$ cat src/rtl/encoder_pkg.sv
// rtl/encoder_pkg.sv - shared widths, family number type and group helper for the family encoder
package encoder_pkg;

    localparam int FAMILY_W     = 16;
    localparam int FAMILY_NUM_W = 4;
    localparam int GROUP_W      = 4;
    localparam int GROUPS       = FAMILY_W / GROUP_W;

    typedef logic [FAMILY_NUM_W-1:0] family_num_t;

    // True when at least two of the four bits are set.
    function automatic logic two_or_more4(input logic [3:0] v);
        return (v[0] & v[1]) | (v[0] & v[2]) | (v[0] & v[3]) |
               (v[1] & v[2]) | (v[1] & v[3]) | (v[2] & v[3]);
    endfunction

endpackage

$ cat src/rtl/encoder_16_to_4_priority_enc_4to2.sv
// rtl/encoder_16_to_4_priority_enc_4to2.sv - 4-input lowest-index priority encoder
module priority_enc_4to2
    import encoder_pkg::*;
(
    input  logic [3:0] in_bits,
    output logic [1:0] idx,
    output logic       any
);

    // Index falls back to 0 with no bit set so the parent's zero case needs no extra mux.
    always_comb begin
        idx = 2'd0;
        any = |in_bits;
        casez (in_bits)
            4'b???1: idx = 2'd0;
            4'b??10: idx = 2'd1;
            4'b?100: idx = 2'd2;
            4'b1000: idx = 2'd3;
            default: idx = 2'd0;
        endcase
    end

endmodule

$ cat src/rtl/encoder_16_to_4.sv
// rtl/encoder_16_to_4.sv - 16-to-4 instruction-family priority encoder with registered debug status
module encoder_16_to_4
    import encoder_pkg::*;
(
    input  logic        clk,
    input  logic        reset,
    input  logic [15:0] bits,
    output logic [3:0]  number,
    output logic        valid,
    output logic        multi_hot,
    output logic [3:0]  number_q,
    output logic        valid_q,
    output logic        err_sticky
);

    logic [GROUPS-1:0] group_any;
    logic [1:0]        group_idx [GROUPS];
    logic [1:0]        sel_idx;
    logic              any_set;

    family_num_t number_d;
    logic        valid_d;
    logic        err_sticky_d;
    logic        err_sticky_q;

    for (genvar g = 0; g < GROUPS; g++) begin : g_group
        priority_enc_4to2 u_group (
            .in_bits (bits[GROUP_W*g +: GROUP_W]),
            .idx     (group_idx[g]),
            .any     (group_any[g])
        );
    end

    // Second level picks the lowest populated group; its local index fills the low bits.
    priority_enc_4to2 u_select (
        .in_bits (group_any),
        .idx     (sel_idx),
        .any     (any_set)
    );

    always_comb begin
        number    = {sel_idx, group_idx[sel_idx]};
        valid     = any_set;
        multi_hot = two_or_more4(group_any);
        for (int g = 0; g < GROUPS; g++) begin
            multi_hot = multi_hot | two_or_more4(bits[GROUP_W*g +: GROUP_W]);
        end
    end

    always_comb begin
        number_d     = number;
        valid_d      = valid;
        err_sticky_d = err_sticky_q | ~valid | multi_hot;
    end

    always_ff @(posedge clk) begin
        if (reset) begin
            number_q     <= '0;
            valid_q      <= 1'b0;
            err_sticky_q <= 1'b0;
        end else begin
            number_q     <= number_d;
            valid_q      <= valid_d;
            err_sticky_q <= err_sticky_d;
        end
    end

    assign err_sticky = err_sticky_q;

endmodule

$ cat config.mk
export PLATFORM = sky130hd
export DESIGN_NAME = encoder_16_to_4
export DESIGN_NICKNAME = d
export VERILOG_FILES = /design/src/rtl/encoder_pkg.sv /design/src/rtl/encoder_16_to_4_priority_enc_4to2.sv /design/src/rtl/encoder_16_to_4.sv
export SDC_FILE = /design/constraint.sdc
export NUM_CORES = 1
export LEC_CHECK = 0
export BUFFER_PORTS_ARGS = -buffer_cell sky130_fd_sc_hd__buf_2
export CORE_AREA = 2 2 39 41
export CTS_BUF_LIST = sky130_fd_sc_hd__clkbuf_16
export DETAILED_ROUTE_END_ITERATION = 10
export DIE_AREA = 0 0 41 43
export PLACE_DENSITY = 0.7
export SYNTH_ARGS = -nofsm -noshare
export SYNTH_HDL_FRONTEND = slang
export SYNTH_HIERARCHICAL = 1
export SYNTH_SLANG_ARGS = --single-unit
export TNS_END_PERCENT = 50
$ cat constraint.sdc
create_clock -name clk -period 1.7 [get_ports clk]
set_input_delay 0.085 -clock clk [delete_from_list [all_inputs] [get_ports clk]]
set_output_delay 0.085 -clock clk [all_outputs]
set_load 0.01 [all_outputs]
==> Word-level counts from Yosys, hierarchy flattened <==
Cells that the tools add are included.
{ "totals": {"regBits": 6, "output_inout_bits": 12, "wordCells": 95} }
{ "classes": {"order_cmp": 1, "eq_ne": 15, "n_mux": 8, "bitwise": 63, "reduce_logical": 5} }
{ "ops": {"columns": ["op", "n"], "rows": [
  ["bitwise OR 1 bit", 31],
  ["bitwise AND 1 bit", 30],
  ["one-hot mux 2 bit (3 select lines)", 5],
  ["equality test 4 bit (second input constant)", 5],
  ["OR reduction 16 bit", 1],
  ["OR reduction 4 bit", 4],
  ["equality test 3 bit (second input constant)", 5],
  ["equality test 2 bit (second input constant)", 5],
  ["binary-select mux 2 bit (select 2 bit)", 1],
  ["2-to-1 mux 2 bit", 2],
  [">= comparator 3 bit (second input constant)", 1],
  ["NOT 2 -> 3 bit", 1],
  ["NOT 1 bit", 1]
]} }

==> Logic depth before layout (Yosys ltp) <==
Gate-level depths: netlist (run 1).
{ "depth": {"word_depth": 12, "mapped_depth": 6} }

==> Modules after synthesis <==
The synthesis (run 1) kept the hierarchy.
{ "by_module_without_submodules": {"columns": ["module", "instances", "cells_per_inst", "area_each_um2"], "rows": [
  ["encoder_16_to_4", 1, 31, 316.6],
  ["priority_enc_4to2", 5, 7, 35.0]
]} }

==> Worst setup path before layout (run 1) <==
Ideal clock, no wire load.
{ "synth_timing": {"kind": "input to register", "start": "in bits[10]", "end": "reg number_q[0]", "t_arrival_ns": 1.504, "slack_ns": 0.081, "stages": 6, "n_path_buf": 0, "cell_sequence": "nor2_1 -> nand2_1 -> nand2b_1 -> a21oi_2 -> mux4_2 -> and2_1"} }
{ "synth_via": {"elab_chain_len": 7} }
{ "synth_rtl": {"columns": ["item", "line_no", "rtl"], "rows": [
  ["start, declared", "encoder_16_to_4.sv:7", "input logic [15:0] bits,"],
  ["OR reduction 4 bit *", "encoder_16_to_4_priority_enc_4to2.sv:13", "any = |in_bits;"],
  ["named net group_any[2]", "encoder_16_to_4.sv:16", "logic [GROUPS-1:0] group_any;"],
  ["equality test 4 bit or equality test 3 bit (tied branches)", "encoder_16_to_4_priority_enc_4to2.sv:14", "casez (in_bits)"],
  ["one-hot mux 2 bit (3 select lines) *", "encoder_16_to_4_priority_enc_4to2.sv:14", null],
  ["named net number[2]", "encoder_16_to_4.sv:8", "output logic [3:0] number,"],
  ["NOT 2 -> 3 bit (implied by the code) *", "encoder_16_to_4.sv:42", "number = {sel_idx, group_idx[sel_idx]};"],
  ["binary-select mux 2 bit (select 2 bit) *", "encoder_16_to_4.sv:42", null],
  ["2-to-1 mux 2 bit (implied by the code) * (2 in series)", "encoder_16_to_4.sv:42", null],
  ["named net number[0]", "encoder_16_to_4.sv:8", null],
  ["end signal, assigned", "encoder_16_to_4.sv:62", "number_q <= number_d;"],
  ["end, declared", "encoder_16_to_4.sv:11", "output logic [3:0] number_q,"]
]} }
Mark *: on every way through the listed nets, which the timed path passes. The rest lies on a longest branch. The select of a mux whose other input is x is not followed.
A chain may end at the register's enable or synchronous reset.

==> Final worst setup path (run 1) <==
{ "layout_timing": {"start": "in bits[10]", "end": "out number[0]"} }
{ "layout_via": {"elab_chain_len": 7} }
{ "layout_rtl": {"columns": ["item", "line_no"], "rows": [
  ["OR reduction 4 bit *", "encoder_16_to_4_priority_enc_4to2.sv:13"],
  ["named net group_any[2]", "encoder_16_to_4.sv:16"],
  ["equality test 4 bit or equality test 3 bit (tied branches)", "encoder_16_to_4_priority_enc_4to2.sv:14"],
  ["one-hot mux 2 bit (3 select lines) *", "encoder_16_to_4_priority_enc_4to2.sv:14"],
  ["NOT 2 -> 3 bit (implied by the code) *", "encoder_16_to_4.sv:42"],
  ["binary-select mux 2 bit (select 2 bit) *", "encoder_16_to_4.sv:42"],
  ["2-to-1 mux 2 bit (implied by the code) * (2 in series)", "encoder_16_to_4.sv:42"],
  ["end, declared", "encoder_16_to_4.sv:8"]
]} }
Marked as above.

==> qor.txt, run 1 <==
Worst-Margin Slew = 0.328 ns
CTS max path bufs = 2
Leak = 0.348 nW
Routed vias/inst = 5.22
Die height = 43 um
HP Class = in2reg
Max-slew headroom = 78.1%
Cts bufs inserted = 3
Post-synthesis mux area share = 9.16%
Final cycle utilization of the critical path = 94.7%
First-pass GRT wire length = 2060 um
CTS H-tree lvls = 1
Post-CTS setup buffer count = 0
Antenna violations before repair = 0
Crit path max fanout = 5
Clk sinks = 6
Final Util = 54.7%
Core Rows = 14
Crit path top cell by count = buf_2
Area Growth Syn to Fin = 53.9%
Peak VDD IR = 0.285 mV
Syn_nets = 84
Final net count = 120
Critical path arrival = 1.52 ns
Xor/xnor share of the synthesized area = 0%
Largest family of logic cells by synthesized area = simple AND/OR/NAND/NOR gates
Final ANT Viol Nets = 0
Slowest-stage cell, CP = mux4_2
Max Clock Skew = 0 ns
Synth Area in Adders = 0%
Latest clock arrival within the worst-skew pair = 0.22 ns
Max Slew Vio Count = 0
CP endpoint kind = primary output
Ant diodes = 0
Hold Fails Final Rpt = 0
Synth warnings = 6
Status = finished clean
Post-Route WL = 1290 um
DP HPWL = 1050 um
CTS Hold Bufs = 0
DR WL/cell = 11.1 um
CP required = 1.62 ns
Share of cells above drive strength 1 = 42.0%
CTS tree = yes
Complex-gate fraction of the synthesized area = 27.0%
Cell count after synthesis = 66
Average cell area after synthesis = 7.45 um^2
Tot GR Track Use = 16.5%
Vias in the first global route = 555
CP Launch Type = input port
Chip width = 41 um
GRT overflow = 0
Commonest non-fill, non-tap cell in the layout = buf_2
Synth Register Bits = 6
Iteration-0 DRC count of the detailed router = 22
Clock transition at path regs = 0.03 ns
Critical path class = in2out
Root Buffer = clkbuf_16
RSZ-0062 raised after global routing = no
Syn Std Cell Area = 492 um^2
Post-Synth Simple-Gate Area = 34.9%
Critical path's top delay family = multiplexers
Crit path largest cell delay = 0.52 ns
Setup Viol. Count Final = 0
Total Neg Setup Slack = 0 ns
CP cell instances = buf_2, nor2_1, nand2_2, nand2b_1, a21oi_4, mux4_2, buf_2
Fin crit period = 1.61 ns
Worst path bufs/invs = 2
Total number of vias = 606
Starting Density = 35.5%
Register area share after synthesis = 24.4%
Most frequent cells in the layout = 29 x buf_2, 11 x nor2_1, 6 x inv_1, 6 x nand2b_1, 6 x dfxtp_1
Placer Congestion = 0.877
Largest net degree at the start of global routing = 6
# Max-Cap Violations = 0
Core ar. = 0.00138 mm^2
PortBufs = 29
Num ports = 30
Fmax = 621 MHz
DIE AREA = 0.00176 mm^2
Post-CTS sizing = 0
DRT Pass-1 Iters = 4
Synth cell types = 20
PD cells = 828 mW/mm^2
# DRC = 0
cells by family after synthesis:
family,Yosys count
AND/OR/NAND/NOR,35
flip-flops,6
buffers and inverters,6
multiplexers,2
AO/OA/AOI/OAI,17
area by class of cell:
type,instances,area (um^2)
clock buffer,3,75.1
fill,128,627
inverter,6,22.5
multi-input combinational,54,359
sequential,6,120
tap,16,20.0
timing repair buffer,31,160
metrics by stage:
step           instances  worst slack [ns]  power (mW)  hold slack, ns  cell area, um^2
6_report             116            0.0901       0.627          0.0630              757
5_1_grt              116           0.00680       0.652          0.0787              757
4_1_cts              116            0.0518       0.629          0.0608              747
3_5_place_dp         113           0.00478       0.252           0.292              672
3_3_place_gp         113            0.0534       0.252           0.289              672
2_1_floorplan         66            0.0811       0.200           0.157              492
metal layers:
layer,global-route usage (%),routed length (um)
met1,20.6,558
met2,26.6,595
met3,1.57,120
met4,8.00,16
met5,0,0
where the power goes:
part           total (mW)  internal, mW  switching [mW]
combinational       0.105        0.0474          0.0575
clock               0.374         0.301          0.0724
sequential          0.148         0.147         0.00123
synth_stat cells:
cell type	n	area share, %
nor3_1	5	5.1
a222oi_1	2	4.1
nand2b_1	6	7.6
nand2_1	5	3.8
inv_1	6	4.6
nand4_1	1	1.3
o211ai_1	1	1.5
o21ai_0	2	2.0
dfxtp_1	6	24
o22ai_1	2	2.5
a21oi_1	1	1.0
o31ai_1	3	4.6
a21oi_2	5	8.9
nand3_1	1	1.0
or3_1	1	1.3
o41a_1	1	2.3
nor2b_1	3	3.8
nor2_1	11	8.4
mux4_2	2	9.2
and2_1	2	2.5
path summary, 6_finish.rpt:
check                                      startpoint                     to  slack [ns]  depth (start not counted)
worst max register to register  err_sticky$_SDFF_PP0_  err_sticky$_SDFF_PP0_        0.86                          2
worst min register to register  err_sticky$_SDFF_PP0_  err_sticky$_SDFF_PP0_        0.55                          2
worst max-delay path                         bits[10]              number[0]        0.09                          7
worst min-delay path                            reset     valid_q$_SDFF_PP0_        0.06                          2
flip-flops by register name, summed over array words and instances (netlist names):
name and count:
number_q 4, err_sticky 1, valid_q 1
No activity file was read; power rests on OpenSTA's default activity.
==> inputs of run 2 (changes only) <==
- clock period: 1.7 -> 1.85 ns (I/O delays scaled with it)
==> qor.txt, run 2 (synthesis gave the netlist of run 1 again) <==
Peak VDD IR = 0.238 mV
Latest clock arrival within the worst-skew pair = 0.23 ns
Chip width = 41 um
Antenna violations before repair = 0
Starting Density = 35.5%
Internal Power = 0.455 mW
CP startpoint = bits[10]
Worst hold stages = 2
PD cells = 791 mW/mm^2
CTS Hold Bufs = 0
Core Rows = 14
Reg-to-reg critical path endpoint = err_sticky$_SDFF_PP0_
R2r setup slk = 1.01 ns
Final Util = 52.9%
DIE AREA = 0.00176 mm^2
Worst-Margin Slew = 0.477 ns
Post-CTS setup buffer count = 0
Clk network pwr share = 60.3%
Max-slew headroom = 68.0%
Critical path arrival = 1.60 ns
CP endpoint kind = primary output
Reg with most FFs = number_q
Total Neg Setup Slack = 0 ns
Critical path class = in2out
Final cycle utilization of the critical path = 91.6%
Vias in the first global route = 521
Placer Congestion = 0.868
CP Launch Type = input port
Cts bufs inserted = 3
Status = finished clean
Commonest non-fill, non-tap cell in the layout = buf_2
# Max-Cap Violations = 0
Max reg flops = 4
Max Slew Vio Count = 0
# DRC = 0
Root Buffer = clkbuf_16
Switching share of power = 21.4%
CTS H-tree lvls = 1
Routed vias/inst = 5.12
Fmax = 590 MHz
GRT overflow = 0
Iteration-0 DRC count of the detailed router = 29
Clock transition at path regs = 0.03 ns
Leak = 0.335 nW
Crit path max fanout = 5
Area Growth Syn to Fin = 48.9%
Share of cells above drive strength 1 = 39.8%
DRT Pass-1 Iters = 5
Largest net degree at the start of global routing = 6
DP HPWL = 1000 um
Fillers = 134
Setup WS pre-CTS = 0.107 ns
Max Clock Skew = 0 ns
DR WL/cell = 11.0 um
Post-Route WL = 1260 um
Most frequent cells in the layout = 29 x buf_2, 11 x nor2_1, 6 x inv_1, 6 x nand2b_1, 6 x dfxtp_1
Comb power frac = 16.2%
CTS max path bufs = 2
Num ports = 30
Tot GR Track Use = 15.9%
Final ANT Viol Nets = 0
CTS tree = yes
Final net count = 118
RSZ-0062 raised after global routing = no
FF-to-FF path depth = 2
Die height = 43 um
Post-CTS sizing = 0
First-pass GRT wire length = 1930 um
Ant diodes = 0
Power Total = 0.579 mW
Switching power = 0.124 mW
PortBufs = 29
Seq pwr share = 23.5%
CP required = 1.76 ns
HP Class = in2reg
WHS = 0.0714 ns
Core ar. = 0.00138 mm^2
FF-to-FF Start = err_sticky$_SDFF_PP0_
Fin worst setup slack = 0.156 ns
Clk sinks = 6
Hold Fails Final Rpt = 0
Worst Setup EP = number[1]
Fin crit period = 1.69 ns
Total number of vias = 584
Setup Viol. Count Final = 0
run 2: cell count changes in the layout (fill, tap and decap cells not counted), sizes merged:
cell  change
buf       -2
run 2: layer usage:
metal | GRT usage, % | part of all wire [%] | vias to the layer above
li1 | - | - | 304
met1 | 19.8 | 47 | 251
met2 | 24.7 | 44 | 27
met3 | 1.57 | 7.2 | 2
met4 | 10.0 | 1.2 | 0
met5 | 0 | 0 | -
run 2: power by group through the flow:
stage | combinational [mW] | clock (mW) | sequential (mW)
2_1_floorplan | 0.0427 | 0 | 0.141
3_3_place_gp | 0.0925 | 0 | 0.138
3_5_place_dp | 0.0928 | 0 | 0.138
4_1_cts | 0.0932 | 0.356 | 0.136
5_1_grt | 0.104 | 0.361 | 0.137
6_report | 0.0936 | 0.349 | 0.136
run 2: worst min path at each step:
| stage | endpoint | slack, ns | startpoint |
|---|---|---|---|
| after floorplan | number_q[2]$_SDFF_PP0_ | 0.16 | reset |
| after global placement | valid_q$_SDFF_PP0_ | 0.30 | reset |
| after detailed placement | valid_q$_SDFF_PP0_ | 0.30 | reset |
| after CTS | valid_q$_SDFF_PP0_ | 0.06 | reset |
| after global routing | valid_q$_SDFF_PP0_ | 0.07 | reset |
| final | valid_q$_SDFF_PP0_ | 0.07 | reset |
run 2: per-stage QoR:
step	cell area (um^2)	std cells
2_1_floorplan	492	66
3_3_place_gp	657	111
3_5_place_dp	657	111
4_1_cts	732	114
5_1_grt	732	114
6_report	732	114
run 2: final cells by class:
class                           instances  area, um^2  area share, %
Tap cell                               16        20.0           2.74
Inverter                                6        22.5           3.08
Multi-Input combinational cell         54         349           47.7
Timing Repair Buffer                   29         145           19.8
Sequential cell                         6         120           16.4
Clock buffer                            3        75.1           10.3
run 2: critical path, cell delays in order:
cell	delay, ns
buf_2	0.12
nor2_1	0.13
nand2_1	0.13
nand2b_1	0.18
a21oi_2	0.25
mux4_2	0.54
buf_2	0.16
